**config.mk**
```make
export PLATFORM = sky130hd
export DESIGN_NAME = iob_clint_rearm
export DESIGN_NICKNAME = d
export VERILOG_FILES = /design/src/rtl/iob_clint_rearm_pkg.sv /design/src/rtl/iob_clint_rearm_txn.sv /design/src/rtl/iob_clint_rearm.sv
export SDC_FILE = /design/constraint.sdc
export NUM_CORES = 1
export LEC_CHECK = 0
export ABC_AREA = 1
export CORE_AREA = 4 4 167 169
export CTS_BUF_LIST = sky130_fd_sc_hd__clkbuf_4
export CTS_CLUSTER_SIZE = 20
export DETAILED_ROUTE_END_ITERATION = 7
export DIE_AREA = 0 0 171 173
export PLACE_DENSITY = 0.87
export SLEW_MARGIN = 20
export SYNTH_ARGS = -nofsm -noshare
export SYNTH_HDL_FRONTEND = slang
export SYNTH_SLANG_ARGS = --single-unit
```
**constraint.sdc**
```tcl
create_clock -name clk -period 3.7 [get_ports clk]
set_clock_uncertainty 0.2 [all_clocks]
set_input_delay 0.74 -clock clk [delete_from_list [all_inputs] [get_ports clk]]
set_output_delay 0.74 -clock clk [all_outputs]
set_load 0.01 [all_outputs]
```
**src/rtl/iob_clint_rearm_pkg.sv**
```systemverilog
// Shared constants, FSM encoding and helpers for the CLINT periodic re-arm engine.
package iob_clint_rearm_pkg;

    localparam logic [31:0] MTIME_LO      = 32'h0000_BFF8;
    localparam logic [31:0] MTIME_HI      = 32'h0000_BFFC;
    localparam logic [31:0] MTIMECMP_BASE = 32'h0000_4000;
    localparam logic [31:0] ALL_ONES      = 32'hFFFF_FFFF;

    typedef enum logic [3:0] {
        ST_IDLE     = 4'd0,
        ST_RD_HI0   = 4'd1,
        ST_RD_LO    = 4'd2,
        ST_RD_HI1   = 4'd3,
        ST_WR_LOMAX = 4'd4,
        ST_WR_HI    = 4'd5,
        ST_WR_LO    = 4'd6,
        ST_ARMED    = 4'd7,
        ST_DIS_HI   = 4'd8,
        ST_DIS_LO   = 4'd9
    } state_t;

    typedef enum logic [1:0] {
        PH_IDLE = 2'd0,
        PH_REQ  = 2'd1,
        PH_GAP  = 2'd2
    } phase_t;

    // Every state other than IDLE and ARMED owns exactly one bus transaction.
    function automatic logic is_bus_state(input state_t s);
        return (s != ST_IDLE) && (s != ST_ARMED);
    endfunction

endpackage

```
**src/rtl/iob_clint_rearm_txn.sv**
```systemverilog
// Single iob transaction engine: REQ holds valid until ready, then one GAP cycle.
module iob_clint_rearm_txn
    import iob_clint_rearm_pkg::*;
#(
    parameter int ADDR_W = 16,
    parameter int DATA_W = 32
) (
    input  logic                clk,
    input  logic                rst_n,
    input  logic                start,
    input  logic [ADDR_W-1:0]   addr,
    input  logic [DATA_W-1:0]   wdata,
    input  logic                we,
    output logic                done,
    output logic [DATA_W-1:0]   rdata,
    output logic                m_valid,
    output logic [ADDR_W-1:0]   m_address,
    output logic [DATA_W-1:0]   m_wdata,
    output logic [DATA_W/8-1:0] m_wstrb,
    input  logic [DATA_W-1:0]   m_rdata,
    input  logic                m_ready
);

    phase_t phase;

    always_ff @(posedge clk or negedge rst_n) begin
        if (!rst_n) begin
            phase     <= PH_IDLE;
            m_address <= '0;
            m_wdata   <= '0;
            m_wstrb   <= '0;
        end else begin
            // NOTE: non-blocking (<=) for all state so every flop sees pre-edge values.
            case (phase)
                PH_REQ: begin
                    if (m_ready) phase <= PH_GAP;
                end
                default: begin
                    // A new request may launch from GAP, so valid is low for exactly one cycle.
                    if (start) begin
                        phase     <= PH_REQ;
                        m_address <= addr;
                        m_wdata   <= wdata;
                        m_wstrb   <= {(DATA_W/8){we}};
                    end else begin
                        phase <= PH_IDLE;
                    end
                end
            endcase
        end
    end

    // Ready is only honoured while a request is outstanding; the lingering ready in GAP is ignored.
    assign m_valid = (phase == PH_REQ);
    assign done    = m_valid && m_ready;
    assign rdata   = m_rdata;

endmodule

```
**src/rtl/iob_clint_rearm.sv**
```systemverilog
// Periodic mtimecmp re-arm engine: reads mtime, programs mtimecmp, re-arms on every mtip.
module iob_clint_rearm
    import iob_clint_rearm_pkg::*;
#(
    parameter int ADDR_W   = 16,
    parameter int DATA_W   = 32,
    parameter int HART_ID  = 0,
    parameter int PERIOD_W = 32
) (
    input  logic                clk,
    input  logic                rst_n,
    input  logic                enable,
    input  logic [PERIOD_W-1:0] period,
    input  logic                mtip_in,
    output logic                m_valid,
    output logic [ADDR_W-1:0]   m_address,
    output logic [DATA_W-1:0]   m_wdata,
    output logic [DATA_W/8-1:0] m_wstrb,
    input  logic [DATA_W-1:0]   m_rdata,
    input  logic                m_ready,
    output logic                tick,
    output logic                busy,
    output logic [31:0]         rearm_cnt
);

    localparam logic [ADDR_W-1:0] CMP_LO   = ADDR_W'(MTIMECMP_BASE + 32'(8 * HART_ID));
    localparam logic [ADDR_W-1:0] CMP_HI   = ADDR_W'(MTIMECMP_BASE + 32'(8 * HART_ID + 4));
    localparam logic [ADDR_W-1:0] MT_LO    = ADDR_W'(MTIME_LO);
    localparam logic [ADDR_W-1:0] MT_HI    = ADDR_W'(MTIME_HI);

    state_t              state;
    logic [63:0]         cmp;
    logic [31:0]         hi0;
    logic [31:0]         lo;
    logic                rearm;
    logic [63:0]         period_x;
    logic [ADDR_W-1:0]   req_addr;
    logic [DATA_W-1:0]   req_wdata;
    logic                req_we;
    logic                txn_done;
    logic [DATA_W-1:0]   txn_rdata;

    assign period_x = 64'(period);
    assign busy     = is_bus_state(state);

    always_comb begin
        // NOTE: every output gets a default before the case, so no path infers a latch.
        req_addr  = CMP_LO;
        req_wdata = ALL_ONES;
        req_we    = 1'b1;
        case (state)
            ST_RD_HI0, ST_RD_HI1: begin
                req_addr  = MT_HI;
                req_wdata = '0;
                req_we    = 1'b0;
            end
            ST_RD_LO: begin
                req_addr  = MT_LO;
                req_wdata = '0;
                req_we    = 1'b0;
            end
            ST_WR_HI: begin
                req_addr  = CMP_HI;
                req_wdata = cmp[63:32];
            end
            ST_WR_LO:  req_wdata = cmp[31:0];
            ST_DIS_HI: req_addr  = CMP_HI;
            default: ;
        endcase
    end

    iob_clint_rearm_txn #(
        .ADDR_W (ADDR_W),
        .DATA_W (DATA_W)
    ) u_txn (
        .clk       (clk),
        .rst_n     (rst_n),
        .start     (busy),
        .addr      (req_addr),
        .wdata     (req_wdata),
        .we        (req_we),
        .done      (txn_done),
        .rdata     (txn_rdata),
        .m_valid   (m_valid),
        .m_address (m_address),
        .m_wdata   (m_wdata),
        .m_wstrb   (m_wstrb),
        .m_rdata   (m_rdata),
        .m_ready   (m_ready)
    );

    always_ff @(posedge clk or negedge rst_n) begin
        if (!rst_n) begin
            state     <= ST_IDLE;
            cmp       <= '0;
            hi0       <= '0;
            lo        <= '0;
            rearm     <= 1'b0;
            tick      <= 1'b0;
            rearm_cnt <= '0;
        end else begin
            tick <= 1'b0;
            case (state)
                ST_IDLE: begin
                    if (enable) state <= ST_RD_HI0;
                end
                ST_ARMED: begin
                    if (!enable || (mtip_in && period_x == 64'd0)) begin
                        state <= ST_DIS_HI;
                    end else if (mtip_in) begin
                        cmp   <= cmp + period_x;
                        rearm <= 1'b1;
                        state <= ST_WR_LOMAX;
                    end
                end
                default: begin
                    // Bus states advance only on handshake, so a transaction is never abandoned.
                    if (txn_done) begin
                        if (!enable && state != ST_DIS_HI && state != ST_DIS_LO) begin
                            state <= ST_DIS_HI;
                        end else begin
                            case (state)
                                ST_RD_HI0: begin
                                    hi0   <= txn_rdata;
                                    state <= ST_RD_LO;
                                end
                                ST_RD_LO: begin
                                    lo    <= txn_rdata;
                                    state <= ST_RD_HI1;
                                end
                                ST_RD_HI1: begin
                                    if (txn_rdata != hi0) begin
                                        state <= ST_RD_HI0;
                                    end else if (period_x == 64'd0) begin
                                        state <= ST_DIS_HI;
                                    end else begin
                                        cmp   <= {txn_rdata, lo} + period_x;
                                        rearm <= 1'b0;
                                        state <= ST_WR_LOMAX;
                                    end
                                end
                                ST_WR_LOMAX: state <= ST_WR_HI;
                                ST_WR_HI:    state <= ST_WR_LO;
                                ST_WR_LO: begin
                                    state <= ST_ARMED;
                                    if (rearm) begin
                                        tick      <= 1'b1;
                                        rearm_cnt <= rearm_cnt + 32'd1;
                                    end
                                end
                                ST_DIS_HI:   state <= ST_DIS_LO;
                                default:     state <= ST_IDLE;
                            endcase
                        end
                    end
                end
            endcase
        end
    end

endmodule
```
==> flow_summary.yaml, run 1 <==
flow_run:
  drv_cap: 0
clocking:
  cts_tree: "built"
  numCtsBuffers: 56
  cts_sinks: 204
  root_buffer: "clkbuf_4"
  clk_pin_slew_ns: 0.07
  clockBufferDepth: 3
  clk_latency_ns: 0.73
  ctsHtreeMaxLevel: 2
detailed_routing:
  vias_per_cell: 5.57
  dr.first_iter.drc_count: 1679
  dr.pass1.iters: 7
  drtAntennaViolNets: 0
  wl_per_cell_um: 19.2
  wl_met2_um: 22100
  route.met3.wl_um: 5120
  drc_errors: 0
  m1WireLength_um: 21700
  vias: 14700
  routed_wl_um: 50700
  top_layer: "met4"
power_and_ir_drop:
  p_leak_nw: 8.55
  p_per_area_nw_per_um2: 634
  power.total_mw: 10.6
  vdd_drop_max_mv: 0.374
global_routing:
  grt_antenna_before_repair: 1
  grt_max_degree: 96
  grt_pass1_wl_um: 77100
  gr-total-overflow: 0
  grt_use_total_pct: 33.5
  grt_pass1_vias: 13700
sta:
  period_needed_ns: 3.55
  final_hold_viol_count: 0
  max_freq_mhz: 282
  max_slew_margin_pct: 44.1
  whs_ns: 0.267
  slew_viol_final: 0
  tightest_slew_ns: 0.838
  rsz0062_at_grt: "yes"
  setup_viol: 0
  period_share_pct: 96.0
  setup_ws_ns: 0.149
floorplanning:
  ios: 156
  start_util_pct: 52.2
  rows: 60
  dieHeight_um: 173
  die_w_um: 171
  core-area_um2: 26600
  die-area_um2: 29600
status:
  status: "completed"
setup_path:
  critPathCapture: "cmp[61]$_DFFE_PN0P_"
  r2r_start: "state[2]$_DFFE_PN0P_"
  worst-setup-path-type: "reg2reg"
  cp_data_arrival_time_ns: 3.94
  r2r_cells: 19
  r2r_setup_slack_ns: 0.15
  endpoint_kind: "register"
  crit_start: "state[2]$_DFFE_PN0P_"
  rr_endpoint: "cmp[61]$_DFFE_PN0P_"
  crit_path_start_kind: "register"
  cp_max_fo: 61
  cp_data_required_time_ns: 4.09
min_path:
  hold_path_class: "reg2reg"
place:
  port_buffers: 153
  dp_hpwl_um: 40500
  globalplace.congestion: 1.05
  place_ws_ns: 0.232
  dp_cells: 2545
cells_and_area:
  nets: 2366
  final_cells: 2644
  syn_to_final_growth_pct: 20.0
  mostFrequentLayoutCells: "777 x nand2_1, 256 x inv_1, 204 x dfrtp_1"
  drive_gt1_share_pct: 7.52
  mostFrequentLayoutCell: "nand2_1"
logic_synthesis:
  ys_ff_latch: 204
  avgSynthCellArea_um2: 6.68
  syn_inst: 2078
  ys_types: 41
  synth_warnings: 0
  synthesis.area_um2: 13900
  ys_seq_area_share_pct: 36.8
## synth_stat cells
library cell,number,area share (%)
nand2_2,7,0.32
and2_1,1,0.045
or2_2,6,0.27
nand3_2,1,0.072
dfrtp_1,204,37
a221oi_1,25,1.6
xor2_1,46,2.9
ha_1,34,3.1
buf_6,2,0.16
conb_1,1,0.027
nor2_1,172,4.7
nand3_1,112,4.0
nor3b_1,1,0.054
buf_4,21,1.1
nand3b_1,8,0.43
o22ai_1,1,0.045
nand4_1,26,1.2
nor4_1,6,0.27
inv_1,256,6.9
clkbuf_1,40,1.1
o21bai_1,4,0.22
nor3_1,18,0.65
nor2_2,12,0.54
buf_2,7,0.25
clkinv_1,2,0.054
buf_1,3,0.081
o21ai_0,171,6.2
nor3_4,1,0.12
o21a_1,3,0.16
a2bb2oi_1,7,0.44
a21o_1,1,0.054
nand2_1,778,21
o21ai_2,2,0.13
a21oi_1,42,1.5
o21ai_1,9,0.32
fa_1,1,0.14
xnor2_1,35,2.2
and3_1,1,0.045
inv_2,2,0.054
nor2_4,7,0.57
nand2_4,2,0.16
## report_power, final
group / internal [mW] / leakage (nW) / switching [mW] / total [mW]
Combinational: 1.96 / 5.63 / 3.12 / 5.08
Clock: 1.11 / 0.425 / 1.01 / 2.12
Sequential: 2.86 / 2.50 / 0.508 / 3.36
## layer usage
layer / GRT usage (%) / vias up
met5: 0 / -
met4: 11.2 / 0
met3: 5.51 / 113
met2: 50.4 / 815
met1: 49.3 / 6836
li1: - / 6957
## state kept, by name, indices dropped and copies added, names as in the netlist, 2 cells and up
| register | cells |
|---|---|
| u_txn.m_wdata | 32 |
| hi0 | 32 |
| u_txn.m_address | 3 |
| state | 4 |
| rearm_cnt | 32 |
| lo | 32 |
| cmp | 64 |
| u_txn.phase | 2 |
## kinds of logic (layout without fill, tap and decap cells)
kind of cell / count (synthesis) / in the layout / synth area share (%)
xor+xnor: 81 / 81 / 5.11
fa+ha+maj: 35 / 35 / 3.21
other cells: 1 / 3 / 0.0270
flops: 204 / 204 / 36.8
simple gates: 1159 / 1159 / 34.5
buf+inv: 333 / 556 / 9.75
compound gates: 265 / 265 / 10.6
## worst max-delay path, stage by stage, from the launching register on
cell	delay [ns]
dfrtp_1	0.39
inv_2	0.08
nor2_4	0.12
buf_4	0.14
nand2_4	0.08
buf_16	0.20
o21ai_0	0.37
ha_1	0.38
a21oi_1	0.24
nor2_1	0.06
nor2_1	0.24
nand2_1	0.16
a21oi_1	0.15
nand2_1	0.13
nand2_1	0.15
nand2_1	0.10
nand2_1	0.07
nand2_1	0.04
nand3_1	0.06
nand2_1	0.06
## worst min-delay path by stage
stage	startpoint	endpoint	slack, ns	cells after the start
after floorplan	rst_n	cmp[0]$_DFFE_PN0P_	0.24	0
after global placement	rearm_cnt[31]$_DFFE_PN0P_	rearm_cnt[31]$_DFFE_PN0P_	0.25	1
after detailed placement	rearm_cnt[31]$_DFFE_PN0P_	rearm_cnt[31]$_DFFE_PN0P_	0.26	1
after CTS	rearm_cnt[31]$_DFFE_PN0P_	rearm_cnt[31]$_DFFE_PN0P_	0.27	1
after global routing	u_txn.m_wdata[21]$_DFFE_PN0P_	u_txn.m_wdata[21]$_DFFE_PN0P_	0.30	2
final	rearm_cnt[31]$_DFFE_PN0P_	rearm_cnt[31]$_DFFE_PN0P_	0.27	1
## per-stage QoR
stage	setup TNS (ns)	area, um^2	utilization (%)
floorplan	0	13900	-
global placement	0	15900	59.8
detailed placement	0	15900	59.8
CTS	0	16600	62.5
global route	-0.0336	16600	62.6
finish	0	16600	62.6
## area by class of cell
type,count,area (um^2)
fill,2474,9930
antenna,1,2.50
tap,341,427
clock inverter,21,149
clock buffer,77,578
timing repair buffer,198,1970
sequential,204,5100
multi-input combinational,1542,7440
inverter,260,976
## timing repair
action | 4_1_cts | 5_1_grt
resized for setup | 0 | 7
hold endpoints to repair | 91 | 0
setup endpoints to repair | 1 | 12
hold buffers | 1 | 0
setup buffers | 0 | 0
Power figures use the tool's default switching activity.
==> run 2: changes to the inputs <==
--- a/config.mk
+++ b/config.mk
@@ -6,12 +6,15 @@
 export NUM_CORES = 1
 export LEC_CHECK = 0
 export ABC_AREA = 1
-export CORE_AREA = 4 4 167 169
+export CELL_PAD_IN_SITES_DETAIL_PLACEMENT = 0
+export CELL_PAD_IN_SITES_GLOBAL_PLACEMENT = 1
+export CORE_AREA = 4 4 197 199
 export CTS_BUF_LIST = sky130_fd_sc_hd__clkbuf_4
 export CTS_CLUSTER_SIZE = 20
 export DETAILED_ROUTE_END_ITERATION = 7
-export DIE_AREA = 0 0 171 173
+export DIE_AREA = 0 0 201 203
 export PLACE_DENSITY = 0.87
+export SKIP_CTS_REPAIR_TIMING = 1
 export SLEW_MARGIN = 20
 export SYNTH_ARGS = -nofsm -noshare
 export SYNTH_HDL_FRONTEND = slang
==> run 2 against run 1 <==
Compared with the run above: design area increased by 2.4%; register-to-register slack got worse by 0.03 ns; count of clock-buffer cells in the layout decreased by 1; die area increased by 38%; flip-flop and latch count unchanged; sequential share of layout area decreased by 0.73 points; critical path depth increased by 1; utilization decreased by 17 points; global-route usage decreased by 7.6 points; via count decreased by 1.5%; worst setup slack got worse by 0.031 ns; critical endpoint is now cmp[57]$_DFFE_PN0P_.
==> flow_summary.yaml, run 2 (same netlist as run 1, synthesis figures left out) <==
setup_path:
  crit_slowest_cell: "dfrtp_1"
  max_stage_delay_ns: 0.41
  r2r_cells: 20
  r2r_setup_slack_ns: 0.12
  rr_endpoint: "cmp[57]$_DFFE_PN0P_"
  path_delay_family: "simple AND/OR/NAND/NOR gates"
  worst-path-buf-inv: 4
  crit_path_start_kind: "register"
  cp_data_required_time_ns: 4.21
  worst-setup-path-type: "reg2reg"
  path_cells: "nor2_4, nand2_4, buf_12, buf_4, nand2_1, o21ai_0, ha_1, nand2_1, inv_1, nand2_1, nand2_1, nand3b_1, nand2_1, nand3_1, buf_4, nand2_1, nand2_1, nand3_1, nand3_1, nand2_1"
  cp_max_fo: 15
  cp_data_arrival_time_ns: 4.09
  r2r_start: "state[3]$_DFFE_PN0P_"
  endpoint_kind: "register"
  crit_path_frequent_cell: "nand2_1"
detailed_routing:
  drtAntennaViolNets: 0
  drc_errors: 0
  dr.first_iter.drc_count: 1485
  dr.pass1.iters: 6
  routed_wl_um: 54300
  vias_per_cell: 5.16
  wl_per_cell_um: 19.3
  vias: 14500
cells_and_area:
  mostFrequentLayoutCells: "775 x nand2_1, 256 x inv_1, 204 x dfrtp_1"
  final_core_util_pct: 45.8
  top_register: "cmp"
  design_area_um2: 17100
  syn_to_final_growth_pct: 22.9
  largest_reg_flops: 64
  seq_area_um2: 5100
  mostFrequentLayoutCell: "nand2_1"
  num-fill-cells: 3904
  multi_input_area_um2: 7440
  drive_gt1_share_pct: 8.57
  nets: 2395
global_routing:
  grt_pass1_vias: 13600
  grt_pass1_wl_um: 81500
  grt_antenna_before_repair: 5
  gr-total-overflow: 0
  grt_use_total_pct: 25.9
  grt_max_degree: 89
power_and_ir_drop:
  clockPowerShare_pct: 19.9
  swShare_pct: 44.3
  vdd_drop_max_mv: 0.323
  p_per_area_nw_per_um2: 636
  p_leak_nw: 8.70
  switchingPower_mw: 4.81
  p_int_mw: 6.05
  power_frac_seq_pct: 30.9
  power.total_mw: 10.9
  pwr-share-comb_pct: 49.2
floorplanning:
  ios: 156
  rows: 71
  start_util_pct: 37.3
  die_w_um: 201
  core-area_um2: 37200
  dieHeight_um: 203
  die-area_um2: 40800
sta:
  final_hold_viol_count: 0
  setup_viol: 0
  whs_ns: 0.265
  period_share_pct: 96.8
  slew_viol_final: 0
  setup_tns_ns: 0
  max_slew_margin_pct: 46.4
  max_freq_mhz: 279
  tightest_slew_ns: 0.804
  rsz0062_at_grt: "no"
  period_needed_ns: 3.58
clocking:
  root_buffer: "clkbuf_4"
  ctsHtreeMaxLevel: 2
  numCtsBuffers: 58
  cts_tree: "built"
  clk_pin_slew_ns: 0.07
  clockBufferDepth: 3
  clk_latency_ns: 0.82
  cts_sinks: 204
flow_run:
  drv_cap: 0
min_path:
  hold_path_class: "in2async"
place:
  dp_hpwl_um: 43100
  dpl_cell_area_um2: 16200
  port_buffers: 153
  globalplace.congestion: 1.02
status:
  status: "completed"
[run 2: worst max path at each step]
stage / from / to / slack (ns) / cells past startpoint
2_1_floorplan: state[0]$_DFFE_PN0P_ / cmp[60]$_DFFE_PN0P_ / 0.01 / 26
3_3_place_gp: state[1]$_DFFE_PN0P_ / cmp[33]$_DFFE_PN0P_ / 0.20 / 20
3_5_place_dp: state[1]$_DFFE_PN0P_ / cmp[33]$_DFFE_PN0P_ / 0.17 / 20
4_1_cts: state[3]$_DFFE_PN0P_ / busy / 0.14 / 6
5_1_grt: state[2]$_DFFE_PN0P_ / cmp[41]$_DFFE_PN0P_ / 0.003 / 21
6_report: state[3]$_DFFE_PN0P_ / cmp[57]$_DFFE_PN0P_ / 0.12 / 20
[run 2: worst reg2reg max path: stages, from the launching register on]
cell	delay, ns
dfrtp_1	0.41
nor2_4	0.16
nand2_4	0.13
buf_12	0.19
buf_4	0.19
nand2_1	0.12
o21ai_0	0.14
ha_1	0.37
nand2_1	0.13
inv_1	0.08
nand2_1	0.07
nand2_1	0.11
nand3b_1	0.34
nand2_1	0.14
nand3_1	0.15
buf_4	0.20
nand2_1	0.09
nand2_1	0.07
nand3_1	0.07
nand3_1	0.07
nand2_1	0.06
[run 2: area by class of cell]
type                            count  area share (%)
Antenna cell                        3          0.0440
Tap cell                          474            3.48
Sequential cell                   204            29.9
Timing Repair Buffer              225            12.9
Inverter                          260            5.72
Clock inverter                     28           0.998
Clock buffer                       76            3.35
Multi-Input combinational cell   1542            43.6
[run 2: power groups by stage]
stage / sequential, mW / clock, mW / combinational, mW
finish: 3.35 / 2.17 / 5.34
global route: 3.42 / 2.36 / 5.88
CTS: 3.34 / 2.23 / 5.27
detailed placement: 3.38 / 0 / 5.25
global placement: 3.36 / 0 / 5.21
floorplan: 3.30 / 0 / 3.04
[run 2: per-layer routing]
| layer | track usage [%] | up-vias | wire, um |
|---|---|---|---|
| li1 | - | 7026 | - |
| met1 | 36.5 | 6758 | 24300 |
| met2 | 39.1 | 617 | 22900 |
| met3 | 6.80 | 103 | 5080 |
| met4 | 8.19 | 2 | 2000 |
| met5 | 0 | - | 13 |
[run 2: per-stage QoR]
step | setup WS (ns) | std cells
final | 0.117 | 2812
after global routing | 0.00278 | 2812
after CTS | 0.138 | 2803
after detailed placement | 0.172 | 2699
after global placement | 0.201 | 2699
after floorplan | 0.0110 | 2079
